### src/rtl/uart_rx.sv
// UART receiver: 8 data bits, LSB first, 1 start and 1 stop bit, with midpoint sampling.
// Define UART_RX_PARITY_EN to expect an even-parity bit between bit 7 and the stop bit.
module uart_rx #(
    parameter int SYS_CLOCK = 1000000,
    parameter int BAUD_RATE = 9600
) (
    input  logic       clk,
    input  logic       reset,
    input  logic       rx_input,
    output logic [7:0] data_output,
    output logic       data_valid,
    output logic       busy,
    output logic       frame_error,
    output logic       parity_error
);

    localparam int CLKS_PER_BIT = SYS_CLOCK / BAUD_RATE;
    localparam int HALF_BIT     = CLKS_PER_BIT / 2;
    localparam int CNT_W        = (CLKS_PER_BIT > 2) ? $clog2(CLKS_PER_BIT) : 1;

    typedef enum logic [2:0] {
        S_IDLE,
        S_START,
        S_DATA,
`ifdef UART_RX_PARITY_EN
        S_PARITY,
`endif
        S_STOP,
        S_BREAK
    } state_e;

    state_e             state_q, state_d;
    logic [1:0]         sync_q;
    logic [CNT_W-1:0]   cnt_q, cnt_d;
    logic [2:0]         bit_idx_q, bit_idx_d;
    logic [7:0]         shift_q, shift_d;
    logic [7:0]         data_q, data_d;
    logic               valid_q, valid_d;
    logic               ferr_q, ferr_d;
    logic               rx_s;
    logic               bit_done;
`ifdef UART_RX_PARITY_EN
    logic               par_bad_q, par_bad_d;
    logic               perr_q, perr_d;
`endif

    assign rx_s = sync_q[1];

    // NOTE: state registers use non-blocking assignments so every flop samples
    // the pre-edge value of its inputs regardless of statement order.
    always_ff @(posedge clk or negedge reset) begin
        if (!reset) begin
            sync_q    <= 2'b11;
            state_q   <= S_IDLE;
            cnt_q     <= '0;
            bit_idx_q <= '0;
            shift_q   <= '0;
            data_q    <= '0;
            valid_q   <= 1'b0;
            ferr_q    <= 1'b0;
`ifdef UART_RX_PARITY_EN
            par_bad_q <= 1'b0;
            perr_q    <= 1'b0;
`endif
        end else begin
            sync_q    <= {sync_q[0], rx_input};
            state_q   <= state_d;
            cnt_q     <= cnt_d;
            bit_idx_q <= bit_idx_d;
            shift_q   <= shift_d;
            data_q    <= data_d;
            valid_q   <= valid_d;
            ferr_q    <= ferr_d;
`ifdef UART_RX_PARITY_EN
            par_bad_q <= par_bad_d;
            perr_q    <= perr_d;
`endif
        end
    end

    // NOTE: every signal gets a default before the case so no path infers a latch.
    always_comb begin
        state_d   = state_q;
        cnt_d     = cnt_q;
        bit_idx_d = bit_idx_q;
        shift_d   = shift_q;
        data_d    = data_q;
        valid_d   = 1'b0;
        ferr_d    = 1'b0;
`ifdef UART_RX_PARITY_EN
        par_bad_d = par_bad_q;
        perr_d    = 1'b0;
`endif
        bit_done  = (cnt_q == CNT_W'(CLKS_PER_BIT - 1));

        case (state_q)
            S_IDLE: begin
                if (!rx_s) begin
                    state_d = S_START;
                    cnt_d   = '0;
                end
            end
            S_START: begin
                if (cnt_q == CNT_W'(HALF_BIT - 1)) begin
                    // A start bit that has gone high again by its midpoint was a glitch.
                    cnt_d     = '0;
                    bit_idx_d = '0;
                    state_d   = rx_s ? S_IDLE : S_DATA;
                end else begin
                    cnt_d = cnt_q + CNT_W'(1);
                end
            end
            S_DATA: begin
                if (bit_done) begin
                    cnt_d     = '0;
                    shift_d   = {rx_s, shift_q[7:1]};
                    bit_idx_d = bit_idx_q + 3'd1;
                    if (bit_idx_q == 3'd7) begin
`ifdef UART_RX_PARITY_EN
                        state_d = S_PARITY;
`else
                        state_d = S_STOP;
`endif
                    end
                end else begin
                    cnt_d = cnt_q + CNT_W'(1);
                end
            end
`ifdef UART_RX_PARITY_EN
            S_PARITY: begin
                if (bit_done) begin
                    cnt_d     = '0;
                    par_bad_d = (rx_s != ^shift_q);
                    state_d   = S_STOP;
                end else begin
                    cnt_d = cnt_q + CNT_W'(1);
                end
            end
`endif
            S_STOP: begin
                if (bit_done) begin
                    cnt_d = '0;
                    if (!rx_s) begin
                        ferr_d  = 1'b1;
                        state_d = S_BREAK;
                    end else begin
                        state_d = S_IDLE;
`ifdef UART_RX_PARITY_EN
                        if (par_bad_q) begin
                            perr_d = 1'b1;
                        end else begin
                            data_d  = shift_q;
                            valid_d = 1'b1;
                        end
`else
                        data_d  = shift_q;
                        valid_d = 1'b1;
`endif
                    end
                end else begin
                    cnt_d = cnt_q + CNT_W'(1);
                end
            end
            S_BREAK: begin
                if (rx_s) begin
                    state_d = S_IDLE;
                end
            end
            default: state_d = S_IDLE;
        endcase
    end

    assign data_output = data_q;
    assign data_valid  = valid_q;
    assign frame_error = ferr_q;
    assign busy        = (state_q != S_IDLE);
`ifdef UART_RX_PARITY_EN
    assign parity_error = perr_q;
`else
    assign parity_error = 1'b0;
`endif

endmodule

### config.mk
export PLATFORM = sky130hd
export DESIGN_NAME = uart_rx
export DESIGN_NICKNAME = d
export VERILOG_FILES = /design/src/rtl/uart_rx.sv
export SDC_FILE = /design/constraint.sdc
export NUM_CORES = 1
export LEC_CHECK = 0
export CAP_MARGIN = 20
export CORE_MARGIN = 2
export CORE_UTILIZATION = 55
export DETAILED_ROUTE_END_ITERATION = 8
export GPL_TIMING_DRIVEN = 0
export PLACE_DENSITY = 0.77
export SETUP_SLACK_MARGIN = 0.5
export SKIP_CTS_REPAIR_TIMING = 1
export SLEW_MARGIN = 30
export SYNTH_ARGS = -nofsm -noshare
export SYNTH_HDL_FRONTEND = slang
export SYNTH_SLANG_ARGS = --single-unit
### constraint.sdc
create_clock -name clk -period 3.62 [get_ports clk]
set_clock_uncertainty 0.1 [all_clocks]
set_input_delay 0.362 -clock clk [delete_from_list [all_inputs] [get_ports clk]]
set_output_delay 0.362 -clock clk [all_outputs]
set_load 0.05 [all_outputs]
==> flow_summary.toml, run 1 <==
[clock_network]
htreeDepth = 2
clock_sinks = 33
clk_pin_slew_ps = 110
cts_buffers = 5
clk_latency_ps = 340
cts_tree = "yes"
cts_buffer_depth = 2
cts_root_buf = "clkbuf_4"

[synthesis]
postSynthCellCount = 138
yosysMostFrequentCell = "dfrtp_1"
synth_top_area_share_pct = 49.92
synth_top_family_by_area = "simple AND/OR/NAND/NOR gates"
synthTopCellsByArea = "dfrtp_1, mux2_2, dfstp_2"
synth_seq_cells = 33
ys.flop_type = "dfrtp_1"
synth_compound_gate_area_share_pct = 11.03
synth_mux_area_share_pct = 12.24
netlist_top_cells_count = "dfrtp_1, mux2_2, nand2_1, a21oi_1"
yosysSeqAreaShare_pct = 53.30
synth_xor_area_share_pct = 0.5636
synthArstFlopShare_pct = 100.0
synth_area_sq_um = 1554
ys_types = 40
synth_area_per_cell_sq_um = 11.26
synth_area_leader_cell = "dfrtp_1"
ys_warn_count = 0
syn-num-nets = 144
synthSimpleGateAreaFrac_pct = 17.15
synthAdderAreaFrac_pct = 2.415
synth-edff-count = 0

[routing]
drt-total-wl_um = 2746
viasPerCell = 5.693
first_pass_iters = 4
drcViolationCount = 0
wl_per_cell_um = 14.30
vias = 1093
ant_nets = 0
drt-initial-drc-count = 25

[final_layout]
antenna-diode-count = 0
area_growth_pct = 18.36
fill_cells = 206
multi_input_area_sq_um = 678.2
final_util_pct = 67.87
seqCellArea_sq_um = 828.3
drive_gt1_share_pct = 23.60
fin_nets = 166

[timing]
period_share_pct = 65.66
rsz0062_at_grt = "no"
max_freq_mhz = 420.7
max-slew-margin-rel_pct = 56.37
finalSetupViolCount = 0
worst_pin_slew_ps = 651.6
timing.hold.ws_ps = 264.1
hold_viol = 0
fin_setup_tns_ps = 0
drv_slew = 0
layout_setup_ws_ps = 1243
fin_crit_ps = 2377

[setup_path]
rr_worst_depth = 4
crit_buf_inv = 2
r2r_end = "shift_q[5]$_DFFE_PN0P_"
crit_path_end_kind = "primary output"
cp_max_fo = 10
worstReg2RegStart = "cnt_q[0]$_DFFE_PN0P_"
crit_chain = "buf_2, nor2_1, nand2_1, clkdlybuf4s50_1"
cp.arrival_ps = 1910
reg2reg_slack_ps = 1470
cp.required_ps = 3160
path_class = "register to primary output"
slowest_stage = "clkdlybuf4s50_1"
max_stage_delay_ps = 700
start_kind = "register"
critPathTopFamily = "buffers and inverters"

[floorplan]
chipHeight_um = 57.16
num_rows = 19
die_w_um = 57.16
die-area_sq_um = 3267
io-pin-count = 15
start_util_pct = 57.34
core_sq_um = 2710

[run_status]
status = "completed"

[global_route]
antenna_found_initial = 0
first_global_vias = 1069
grt_max_degree = 25
grt_pass1_wl_um = 4857
grt_overflow_total = 0
grt_use_total_pct = 19.75

[placed_design]
numPortBuffers = 13
dp_hpwl_um = 2008
dp_slack_ps = 1461
gp_congestion = 0.8795

[worst_hold_path]
worstHoldPathType = "register to register"
holdPathStages = 0
whs_endpoint = "sync_q[1]$_DFF_PN1_"
worstHoldStart = "sync_q[0]$_DFF_PN1_"

[flow_run]
max_cap_violations = 0

[power]
power_uw = 666.9
p_per_area_nw_per_um2 = 362.6
p_leak_uw = 0.0008342
vdd_ir_drop_max_uv = 312.9
-- worst max-delay path by stage --
stage	cells after the start	slack [ps]	startpoint	endpoint
floorplan	4	1780	cnt_q[0]$_DFFE_PN0P_	shift_q[0]$_DFFE_PN0P_
global placement	1	1490	reset	data_output[4]$_DFFE_PN0P_
detailed placement	4	1460	cnt_q[0]$_DFFE_PN0P_	shift_q[5]$_DFFE_PN0P_
CTS	4	1240	state_q[1]$_DFFE_PN0P_	busy
global route	4	1160	state_q[1]$_DFFE_PN0P_	busy
finish	4	1240	state_q[1]$_DFFE_PN0P_	busy
-- state kept, by name, indices dropped and copies added, names as in the netlist --
| signal | count |
|---|---|
| data_output | 8 |
| shift_q | 8 |
| cnt_q | 7 |
| bit_idx_q | 3 |
| state_q | 3 |
| sync_q | 2 |
| data_valid | 1 |
| frame_error | 1 |
-- cells by family after synthesis --
| family | after synthesis |
|---|---|
| other | 1 |
| xor gates and xnor gates | 1 |
| muxes | 17 |
| adders and majority gates | 3 |
| buffers and inverters | 11 |
| and+or+nand+nor | 45 |
| DFF | 33 |
| AOI/OAI and AO/OA | 27 |
-- worst register-to-register path: stages, from the launching register on --
cell and delay (ps):
dfrtp_1 410, ha_1 270, and4b_1 290, nor4b_4 580
mux2_2 410
-- metrics by stage --
| stage | instances | instance area [sq um] |
|---|---|---|
| 2_1_floorplan | 138 | 1554 |
| 6_report | 192 | 1839 |
| 4_1_cts | 191 | 1829 |
| 3_3_place_gp | 182 | 1723 |
| 3_5_place_dp | 183 | 1745 |
| 5_1_grt | 192 | 1839 |
-- cell usage in the layout (no fill, tap or decap), types with 2 or more instances in the layout --
master and n:
nand3_1 5, dfstp_2 2, o21ai_0 6, clkdlybuf4s50_1 12
o211ai_1 5, inv_1 6, nor3_1 3, nor2_1 6
mux2_2 16, or3_1 2, clkbuf_4 5, ha_1 3
buf_2 2, dfrtp_1 31, nand2b_1 4, nand2_1 13
clkbuf_1 2, or2_2 2, a21oi_1 8
-- power breakdown --
group / switching (uW) / leakage (uW) / internal (uW) / total [uW]
Clock: 132 / 0.0000414 / 146 / 278
Combinational: 11.7 / 0.000353 / 6.61 / 18.3
Sequential: 0.271 / 0.000439 / 370 / 371
-- layout make-up --
cell class / instances / share of cell area, %
Buffer: 5 / 1.361
Clock buffer: 5 / 2.041
Clock inverter: 3 / 2.517
Inverter: 6 / 1.224
Multi-Input combinational cell: 94 / 36.87
Sequential cell: 33 / 45.03
Tap cell: 31 / 2.109
Timing Repair Buffer: 15 / 8.844
-- routing by layer --
layer | GRT usage (%) | wire length (um)
met1 | 25.83 | 1253
met2 | 30.71 | 1332
met3 | 6.122 | 110
met4 | 8.306 | 49
met5 | 0 | 0
Power figures use the tool's default switching activity.
==> run 2: changes to the inputs <==
Clock period 3.62 ns to 2.2 ns, I/O delays scaled along.
==> run 2 against run 1 <==
  * Combinational power grew 36%
  * Register-to-register slack worse by 1100 ps
  * Global-route usage is 0.26 points lower
  * Critical path depth increased by 1
  * Sequential share of layout area is 4.3 points lower
  * Clock-buffer cell count up 2
  * Final cell count grew 6.8%
  * Flip-flop and latch count is the same
  * Highest routed layer unchanged
==> flow_summary.toml, run 2 (synthesis results as in run 1) <==
[run_status]
status = "completed"

[placed_design]
numPortBuffers = 13
gp_congestion = 0.8805
dp_hpwl_um = 1962
dp.cells = 182

[global_route]
grt_use_total_pct = 19.49
first_global_vias = 1031
grt_pass1_wl_um = 4816
grt_overflow_total = 0
grt_max_degree = 34
antenna_found_initial = 0

[routing]
wl_per_cell_um = 16.04
drt-initial-drc-count = 52
vias = 1197
first_pass_iters = 4
drcViolationCount = 0
viasPerCell = 5.839
drt-total-wl_um = 3288
ant_nets = 0

[final_layout]
fin_nets = 179
antenna-diode-count = 0
final_common_cell = "dfrtp_1"
multi_input_area_sq_um = 783.3
area_growth_pct = 31.16
drive_gt1_share_pct = 38.51
mostFrequentLayoutCells = "dfrtp_1, buf_4, mux2_2, nand2_1, dlymetal6s2s_1"
layout.cells.non_filler = 205
fill_cells = 187
seqCellArea_sq_um = 830.8

[setup_path]
worstReg2RegStart = "cnt_q[1]$_DFFE_PN0P_"
max_stage_delay_ps = 420
reg2reg_slack_ps = 360
cp_max_fo = 9
cp.required_ps = 2330
start_kind = "register"
crit_chain = "ha_4, and4b_2, nor4b_4, buf_6, mux2_2"
crit_buf_inv = 1
path_class = "register to register"
r2r_end = "shift_q[2]$_DFFE_PN0P_"
slowest_stage = "dfrtp_1"
critPathTopFamily = "simple AND/OR/NAND/NOR gates"
rr_worst_depth = 5
crit_path_end_kind = "register"
cp.arrival_ps = 1970

[power]
pwr-share-seq_pct = 61.2
power.switching_uw = 224.3
clkPwrFrac_pct = 36.3
vdd_ir_drop_max_uv = 575.5
p_leak_uw = 0.001108
combPwrFrac_pct = 2.5
p_int_uw = 771.9
p_per_area_nw_per_um2 = 488.7
switching_share_pct = 22.52

[flow_run]
max_cap_violations = 0

[clock_network]
cts_tree = "yes"
cts_root_buf = "clkbuf_4"
clock_sinks = 33
clk_pin_slew_ps = 100
clk_latency_ps = 340
cts_buffers = 5
cts_buffer_depth = 2
htreeDepth = 2

[timing]
finalSetupViolCount = 0
timing.hold.ws_ps = 178.6
max_freq_mhz = 543.2
worst_pin_slew_ps = 691.5
drv_slew = 0
fin_crit_ps = 1841
hold_viol = 0
period_share_pct = 83.68
rsz0062_at_grt = "yes"
max-slew-margin-rel_pct = 53.90

[floorplan]
io-pin-count = 15
core_sq_um = 2710
die-area_sq_um = 3267
start_util_pct = 57.34
die_w_um = 57.16
chipHeight_um = 57.16
num_rows = 19

[worst_hold_path]
worstHoldPathType = "input pin to register"
whs_endpoint = "sync_q[0]$_DFF_PN1_"
worstHoldStart = "rx_input"
holdPathStages = 1
==> run 2: worst max path at each step <==
stage / from / to / cells past startpoint
after floorplan: cnt_q[0]$_DFFE_PN0P_ / shift_q[0]$_DFFE_PN0P_ / 4
after global placement: cnt_q[0]$_DFFE_PN0P_ / shift_q[4]$_DFFE_PN0P_ / 4
after detailed placement: cnt_q[0]$_DFFE_PN0P_ / shift_q[7]$_DFFE_PN0P_ / 4
after CTS: state_q[1]$_DFFE_PN0P_ / busy / 4
after global routing: cnt_q[1]$_DFFE_PN0P_ / shift_q[2]$_DFFE_PN0P_ / 5
final: cnt_q[1]$_DFFE_PN0P_ / shift_q[2]$_DFFE_PN0P_ / 5
==> run 2: cell type report <==
| type | instances | share of cell area [%] |
|---|---|---|
| clock inverters | 1 | 0.3683 |
| inverters | 6 | 1.105 |
| flip-flops and latches | 33 | 40.76 |
| clock buffers | 7 | 2.701 |
| plain buffers | 5 | 1.780 |
| well taps | 31 | 1.903 |
| multi-input cells | 94 | 38.43 |
| repair buffers | 28 | 12.95 |
==> run 2: routing by layer <==
layer / vias to the layer above / track usage, % / wire length, um
met5: - / 0 / 0
met4: 0 / 9.967 / 92
met3: 11 / 4.762 / 153
met2: 36 / 28.57 / 1575
met1: 589 / 27.16 / 1466
li1: 561 / - / -
==> run 2: worst register-to-register path: stages (launching register included) <==
cell and delay, ps:
dfrtp_1 420, ha_4 180, and4b_2 300, nor4b_4 220
buf_6 170, mux2_2 340
==> run 2: power by group through the flow <==
stage | Clock [uW] | Sequential [uW] | Combinational, uW
after detailed placement | 0 | 622 | 23.8
after floorplan | 0 | 622 | 8.61
after CTS | 363 | 610 | 23.9
after global routing | 397 | 610 | 28.6
after global placement | 0 | 622 | 24.4
final | 361 | 610 | 24.8
==> run 2: metrics by stage <==
stage / util [%] / total power (uW) / TNS (ps) / area [sq um] / worst slack [ps]
final: 75.21 / 996.1 / 0 / 2038 / 359.0
after global routing: 75.21 / 1036 / 0 / 2038 / 259.1
after CTS: 65.79 / 996.4 / -26.38 / 1783 / -26.38
after detailed placement: 63.48 / 645.5 / 0 / 1720 / 117.1
after global placement: 63.67 / 646.1 / 0 / 1725 / 113.8
after floorplan: - / 630.3 / 0 / 1556 / 368.0
